`config.mk`:
```
export PLATFORM = sky130hd
export DESIGN_NAME = clk_div_ratio_ctrl
export DESIGN_NICKNAME = d
export VERILOG_FILES = /design/src/rtl/clk_div_pkg.sv /design/src/rtl/clk_div_timer.sv /design/src/rtl/clk_div_ratio_ctrl.sv
export SDC_FILE = /design/constraint.sdc
export NUM_CORES = 1
export LEC_CHECK = 0
export BUFFER_PORTS_ARGS = -buffer_cell sky130_fd_sc_hd__buf_2
export CORE_MARGIN = 5
export CORE_UTILIZATION = 40
export CTS_CLUSTER_SIZE = 24
export DETAILED_ROUTE_END_ITERATION = 7
export GPL_ROUTABILITY_DRIVEN = 0
export PLACE_DENSITY_LB_ADDON = 0.2
export SLEW_MARGIN = 20
export SYNTH_ARGS = -nofsm -noshare
export SYNTH_HDL_FRONTEND = slang
export SYNTH_HIERARCHICAL = 1
export SYNTH_SLANG_ARGS = --single-unit
```
`constraint.sdc`:
```
create_clock -name I_ref_clk -period 2.3 [get_ports I_ref_clk]
set_input_delay 0.115 -clock I_ref_clk [delete_from_list [all_inputs] [get_ports I_ref_clk]]
set_output_delay 0.115 -clock I_ref_clk [all_outputs]
set_load 0.01 [all_outputs]
```
`src/rtl/clk_div_pkg.sv`:
```
// Shared types and limits for the clock-divider ratio sequencer.
package clk_div_pkg;

  typedef enum logic [2:0] {
    ST_INIT,
    ST_RUN,
    ST_WAIT_LOW,
    ST_GATE,
    ST_APPLY,
    ST_SETTLE
  } state_e;

  localparam int DIV_CNT_W = 4;
  // Odd ratio r drives the divider counter to r/2+1, which must fit in DIV_CNT_W bits.
  localparam int DIV_MAX_RATIO = 2 * ((2 ** DIV_CNT_W) - 2) + 1;

  function automatic logic ratio_in_range(input int ratio, input int max_ratio);
    return (ratio >= 2) && (ratio <= max_ratio);
  endfunction

endpackage

```
`src/rtl/clk_div_timer.sv`:
```
// Loadable saturating down-counter with a zero flag; load wins over decrement.
// Zero flag reflects the registered count, so it trails a load by one cycle.
module clk_div_timer #(
  parameter int W = 7
) (
  input  logic         clk_i,
  input  logic         rst_i,
  input  logic         load_i,
  input  logic [W-1:0] load_val_i,
  output logic         zero_o
);

  logic [W-1:0] cnt_q, cnt_d;

  always_comb begin
    cnt_d = cnt_q;
    if (load_i) begin
      cnt_d = load_val_i;
    end else if (cnt_q != '0) begin
      cnt_d = cnt_q - 1'b1;
    end
  end

  always_ff @(posedge clk_i) begin
    if (rst_i) begin
      cnt_q <= '0;
    end else begin
      cnt_q <= cnt_d;
    end
  end

  assign zero_o = (cnt_q == '0);

endmodule

```
`src/rtl/clk_div_ratio_ctrl.sv`:
```
// Glitch-free ratio swap for the integer divider: wait low, gate, reset+load, settle, re-enable.
// Accept-to-done is 3+SETTLE_CYCLES cycles plus one per high divided-clock sample; ready is low while busy.
module clk_div_ratio_ctrl
  import clk_div_pkg::*;
#(
  parameter int RATIO_W        = 8,
  parameter int DEFAULT_RATIO  = 2,
  parameter int MAX_RATIO      = DIV_MAX_RATIO,
  parameter int SETTLE_CYCLES  = 4,
  parameter int TIMEOUT_CYCLES = 64
) (
  input  logic               I_ref_clk,
  input  logic               I_rst,
  input  logic               I_req_valid,
  input  logic [RATIO_W-1:0] I_req_ratio,
  output logic               o_req_ready,
  input  logic               I_div_clk,
  output logic               o_div_en,
  output logic               o_div_rst_n,
  output logic [RATIO_W-1:0] o_div_ratio,
  output logic               o_busy,
  output logic               o_done,
  output logic               o_err
);

  localparam int TMR_MAX = (SETTLE_CYCLES > TIMEOUT_CYCLES) ? SETTLE_CYCLES : TIMEOUT_CYCLES;
  localparam int TMR_W   = $clog2(TMR_MAX + 1);
  localparam logic [TMR_W-1:0] SETTLE_LOAD  = TMR_W'(SETTLE_CYCLES - 1);
  localparam logic [TMR_W-1:0] TIMEOUT_LOAD = TMR_W'(TIMEOUT_CYCLES - 1);
  localparam logic [RATIO_W-1:0] DEF_RATIO  = RATIO_W'(DEFAULT_RATIO);

  state_e             state_q, state_d;
  logic [RATIO_W-1:0] pend_q, pend_d;
  logic               from_req_q, from_req_d;
  logic               err_q, err_d;
  logic               done_q, done_d;
  logic               en_q, en_d;
  logic               rst_n_q, rst_n_d;
  logic               rdy_q, rdy_d;
  logic               busy_q, busy_d;
  logic [RATIO_W-1:0] ratio_q, ratio_d;

  logic               tmr_load;
  logic [TMR_W-1:0]   tmr_val;
  logic               tmr_zero;

  logic accept;
  logic req_legal;
  logic req_same;

  assign accept    = I_req_valid && rdy_q;
  assign req_legal = ratio_in_range(int'(I_req_ratio), MAX_RATIO);
  assign req_same  = (I_req_ratio == ratio_q);

  clk_div_timer #(.W(TMR_W)) u_timer (
    .clk_i      (I_ref_clk),
    .rst_i      (I_rst),
    .load_i     (tmr_load),
    .load_val_i (tmr_val),
    .zero_o     (tmr_zero)
  );

  always_ff @(posedge I_ref_clk) begin
    if (I_rst) begin
      state_q    <= ST_INIT;
      pend_q     <= DEF_RATIO;
      from_req_q <= 1'b0;
      err_q      <= 1'b0;
      done_q     <= 1'b0;
      en_q       <= 1'b0;
      rst_n_q    <= 1'b0;
      rdy_q      <= 1'b0;
      busy_q     <= 1'b1;
      ratio_q    <= DEF_RATIO;
    end else begin
      state_q    <= state_d;
      pend_q     <= pend_d;
      from_req_q <= from_req_d;
      err_q      <= err_d;
      done_q     <= done_d;
      en_q       <= en_d;
      rst_n_q    <= rst_n_d;
      rdy_q      <= rdy_d;
      busy_q     <= busy_d;
      ratio_q    <= ratio_d;
    end
  end

  always_comb begin
    state_d    = state_q;
    pend_d     = pend_q;
    from_req_d = from_req_q;
    err_d      = err_q;
    done_d     = 1'b0;
    tmr_load   = 1'b0;
    tmr_val    = '0;
    case (state_q)
      ST_INIT: begin
        state_d  = ST_SETTLE;
        tmr_load = 1'b1;
        tmr_val  = SETTLE_LOAD;
      end
      ST_RUN: begin
        if (accept) begin
          if (!req_legal) begin
            err_d = 1'b1;
          end else if (req_same) begin
            done_d = 1'b1;
            err_d  = 1'b0;
          end else begin
            pend_d     = I_req_ratio;
            err_d      = 1'b0;
            from_req_d = 1'b1;
            state_d    = ST_WAIT_LOW;
            tmr_load   = 1'b1;
            tmr_val    = TIMEOUT_LOAD;
          end
        end
      end
      ST_WAIT_LOW: begin
        if (!I_div_clk) begin
          state_d = ST_GATE;
        end else if (tmr_zero) begin
          state_d = ST_GATE;
          err_d   = 1'b1;
        end
      end
      ST_GATE: state_d = ST_APPLY;
      ST_APPLY: begin
        state_d  = ST_SETTLE;
        tmr_load = 1'b1;
        tmr_val  = SETTLE_LOAD;
      end
      ST_SETTLE: begin
        if (tmr_zero) begin
          state_d    = ST_RUN;
          done_d     = from_req_q;
          from_req_d = 1'b0;
        end
      end
      default: state_d = ST_INIT;
    endcase
  end

  // Outputs are decoded from the next state so they register in step with it.
  always_comb begin
    en_d    = (state_d == ST_RUN) || (state_d == ST_WAIT_LOW);
    rst_n_d = !((state_d == ST_INIT) || (state_d == ST_APPLY));
    rdy_d   = (state_d == ST_RUN);
    busy_d  = (state_d != ST_RUN);
    ratio_d = (state_d == ST_APPLY) ? pend_q : ratio_q;
  end

  assign o_req_ready = rdy_q;
  assign o_div_en    = en_q;
  assign o_div_rst_n = rst_n_q;
  assign o_div_ratio = ratio_q;
  assign o_busy      = busy_q;
  assign o_done      = done_q;
  assign o_err       = err_q;

endmodule

```
# Yosys cells after proc, flatten, opt, wreduce, memory -nomap -nowiden
# Index checks and enable logic that the tools add are counted.
# Widths: inputs -> output; s select.
# op_classes
n_addsub,1
n_lt_le_gt_ge,2
n_eq_ne,16
n_mux,32
bitwise,1
n_reduce_logical,16
# ops
op,count
$mux 3,6
$mux 6,3
$mux 1,15
$pmux 3 s5,1
$mux 7,2
$ne 2x2->1 const B,6
$pmux 6 s2,1
$eq 3x2->1 const B,3
$eq 3x3->1 const B,3
$eq 8x8->1,1
$ge 8x2->1 const B,1
$le 8x5->1 const B,1
$pmux 1 s2,4
$reduce_and 4->1,2
$logic_not 7->1,1
$reduce_bool 7->1,1
$sub 7x1->7 const B,1
$eq 3x1->1 const B,2
$logic_not 3->1,2
$reduce_bool 2->1,3
$reduce_and 5->1,1
$ne 3x1->1 const B,1
$logic_and 1x1->1,2
$logic_or 1x1->1,2
3 further kinds,3
# totals
ff_bits,33
input_bits,12
output_inout_bits,14
word_cells,79

# Longest topological paths before layout
# depth
ltp_word,8
ltp_mapped,8

# By module
# The synthesis kept the hierarchy.
# by_module_without_submodules
module,instances,cells_each,area_per_inst_um2
clk_div_ratio_ctrl,1,121,1207.4
clk_div_timer,1,47,399.1

# Worst setup path after synthesis
# No wires, ideal clock.
# synth_timing
kind,register to register
from,reg ratio_q[1] (netlist: o_div_ratio[1])
to,reg u_timer.cnt_q[5]
arrival_time_ps,1903
t_required_ps,2225
setup_slack_ps,323
path_stages_with_launch,8
synth_period_minus_slack_ps,1977
path_cell_list,dfxtp_1 xor2_2 nor4_4 a21oi_1 o21ba_2 or2_2 or2_2 o22ai_1
# synth_via
elab_chain_cells,6
word_cells_on_any_way,11
classes_between,1 x eq/ne; 9 x mux; 1 x reduce/logical
# synth_rtl
item,line_no,rtl
start: declaration,clk_div_ratio_ctrl.sv:41,"logic [RATIO_W-1:0] ratio_q, ratio_d;"
start signal: assignment,clk_div_ratio_ctrl.sv:85,ratio_q <= ratio_d;
$eq 8x8->1 (*),clk_div_ratio_ctrl.sv:53,assign req_same = (I_req_ratio == ratio_q);
$mux 1 (*),clk_div_ratio_ctrl.sv:107,end else if (req_same) begin
$mux 1 (*),clk_div_ratio_ctrl.sv:105,if (!req_legal) begin
$mux 1 (*),clk_div_ratio_ctrl.sv:104,if (accept) begin
$pmux 1 s2 (*),clk_div_ratio_ctrl.sv:97,case (state_q)
via tmr_load,clk_div_ratio_ctrl.sv:43,logic tmr_load;
$mux 7 or $reduce_bool 2->1 (tied branches),--,
end signal: assignment,clk_div_timer.sv:28,cnt_q <= cnt_d;
end: declaration,clk_div_timer.sv:13,"logic [W-1:0] cnt_q, cnt_d;"
# Mark *: on every way through the listed nets, which the timed path passes. The rest lies on a longest branch.
# A chain may end at the register's enable or synchronous reset.

# Worst setup path after layout
# layout_timing
from,reg ratio_q[1] (netlist: o_div_ratio[1])
to,reg u_timer.cnt_q[6]
# Same word-level chain as after synthesis.

==> flow_metrics.env <==
export IMPL_setup_viol=0
export IMPL_core_um2=3940
export IMPL_ant_nets=0
export IMPL_multi_input_area_um2=868
export IMPL_synth_edf_count=0
export IMPL_fillers=376
export IMPL_hold_class="in2reg"
export IMPL_synth_distinct_cells=43
export IMPL_grt_pass1_wl_um=5640
export IMPL_area_delta_synth_final_pct=16.0
export IMPL_initial_core_util_pct=40.7
export IMPL_wl_met2_um=1590
export IMPL_worst_pin_slew_ps=645
export IMPL_start_kind="register"
export IMPL_placement_io_buffers=25
export IMPL_h_tree_depth=2
export IMPL_synthTopCellsByCount="dfxtp_1, nor2_1, mux2i_1"
export IMPL_root_buffer="clkbuf_8"
export IMPL_hold_buffers=0
export IMPL_num_antenna_cells=0
export IMPL_yosysTopAreaCell="dfxtp_1"
export IMPL_finalClockSkew_ps=6.44
export IMPL_setup_tns_ps=0
export IMPL_clkLatencyLatePin_ps=280
export IMPL_critPathCaptureType="register"
export IMPL_rsz0062_at_grt="false"
export IMPL_r2r_cells=7
export IMPL_min_period_ps=2060
export IMPL_regArea_um2=661
export IMPL_slew_viol_final=0
export IMPL_vias=1256
export IMPL_worstHoldPathCells=3
export IMPL_status="completed"
export IMPL_vias_per_cell=5.15
export IMPL_die_h_um=73.4
export IMPL_ys_seq_area_share_pct=41.1
export IMPL_layout_drive_gt1_share_pct=25.3
export IMPL_clock_fmax_ghz=0.486
export IMPL_cts_tree="done"
export IMPL_die_area_um2=5380
export IMPL_cts_clk_slew_worst_paths_ps=70
export IMPL_drt_iter0_markers=85
export IMPL_cts_max_path_buffers=2
export IMPL_clock_sinks=33
export IMPL_grt_pass1_vias=1290
export IMPL_met1Wirelength_um=1450
export IMPL_syn_inst=168
export IMPL_dieWidth_um=73.4
export IMPL_grt_usage_pct=13.6
export IMPL_synth_avg_cell_area_um2=9.56
export IMPL_synth_top_area_share_pct=41.1
export IMPL_met3_length_um=213
export IMPL_cts_buffers=5
export IMPL_pin_count=26
export IMPL_post_cts_buffers=0
export IMPL_async_reset_ff_share_pct=0
export IMPL_hpwl_um=2480
export IMPL_peakVddDrop_mv=0.388
export IMPL_rows=23
export IMPL_wl_per_cell_um=13.7
export IMPL_cp_max_fo=4
export IMPL_topRoutingLayerUsed="met4"
export IMPL_post_place_cells=236
export IMPL_ys_ff_latch=33
export IMPL_ys_flop_type="dfxtp_1"
export IMPL_worstSetupPathType="reg2reg"
export IMPL_worstPathRequired_ps=2500
export IMPL_crit_arrival_ps=2260
export IMPL_routed_wl_um=3350
export IMPL_post_cts_resized=0
export IMPL_relSlewSlack_pct=57.0
export IMPL_min_period_over_period_pct=89.5
export IMPL_fin_cells=244
export IMPL_final_net_count=207
export IMPL_syn_num_nets=182
export IMPL_firstDrtPassIters=5
export IMPL_synth_warnings=6
export IMPL_maxCapViolations=0
export IMPL_hold_violations=0
export IMPL_power_per_cell_area_nw_per_um2=758
export IMPL_antenna_found_initial=0
export IMPL_synthTopCellsByArea="dfxtp_1, mux2i_1, xor2_1"
export IMPL_grt_overflow_total=0
export IMPL_p_leak_nw=0.832
export IMPL_grt_max_degree=39
export IMPL_synth_most_common_cell="dfxtp_1"
export IMPL_drc_errors=0
export IMPL_syn_area_um2=1610
## stage by stage
stage          hold WS (ps)  util, %  area [µm²]  worst slack [ps]  power, mW
4_1_cts                 111     47.3        1860               231       1.43
3_3_place_gp            402     44.7        1760               306      0.937
6_report                115     47.3        1860               242       1.41
2_1_floorplan           270        -        1610               323      0.889
5_1_grt                 130     47.3        1860              72.0       1.50
3_5_place_dp            414     44.7        1760               260      0.947
## kinds of logic after synthesis
group / count (synthesis) / synth area share, %
compound gates: 27 / 11.4
xor+xnor: 14 / 8.10
fa+ha+maj: 2 / 1.56
buf+inv: 16 / 4.83
flops: 33 / 41.1
mux: 13 / 8.18
other cells: 1 / 0.233
simple gates: 62 / 24.5
## cell usage in the layout, fill, tap and decap left out, types with 3 or more instances in the layout
cell,instances
o22ai_1,5
dfxtp_1,33
a21oi_1,8
nor3b_2,4
xor2_1,9
buf_4,3
buf_2,25
inv_1,6
mux2i_1,12
or3_1,4
nand4b_1,3
xnor2_1,4
nand2b_1,8
nor2_1,17
clkbuf_8,7
nand2_1,9
## state kept, by name, summed over array words and instances (netlist names)
name	count
pend_q	8
o_div_en	1
state_q	3
o_done	1
o_div_rst_n	1
o_div_ratio	8
from_req_q	1
u_timer/cnt_q	7
o_err	1
o_busy	1
o_req_ready	1
## routing by layer
metal / up-vias / GRT usage [%]
li1: 624 / -
met1: 587 / 15.8
met2: 32 / 21.3
met3: 13 / 4.65
met4: 0 / 9.05
met5: - / 0
## worst paths after layout
check                              start                            end  slack, ps
min reg2reg      from_req_q$_SDFFE_PP0P_        from_req_q$_SDFFE_PP0P_        470
min                       I_req_ratio[0]         pend_q[0]$_SDFFE_PP0P_        120
max          o_div_ratio[1]$_SDFFE_PP1N_  u_timer/cnt_q[6]$_SDFFE_PP0P_        240
max reg2reg  o_div_ratio[1]$_SDFFE_PP1N_  u_timer/cnt_q[6]$_SDFFE_PP0P_        240
## where the power goes
group	switching [mW]	total [mW]	leakage [nW]	internal, mW
combinational	0.165	0.302	0.509	0.136
clock	0.205	0.475	0.0542	0.270
sequential	0.0281	0.636	0.269	0.608
total	0.398	1.41	0.832	1.01
## layout make-up
type | instances | area share (%)
inverters | 6 | 1.21
well taps | 50 | 3.36
clock inverters | 1 | 0.269
multi-input cells | 119 | 46.6
repair buffers | 28 | 7.92
clock buffers | 7 | 5.17
flip-flops and latches | 33 | 35.5
## critical path, cell delays in order, from the launching register on
cell	delay (ps)
dfxtp_1	350
xor2_2	200
nor4_4	320
a21oi_1	180
o21ba_2	230
or2_2	310
or2_2	290
o22ai_1	110
Note: power is estimated with default switching activity, not from simulation.
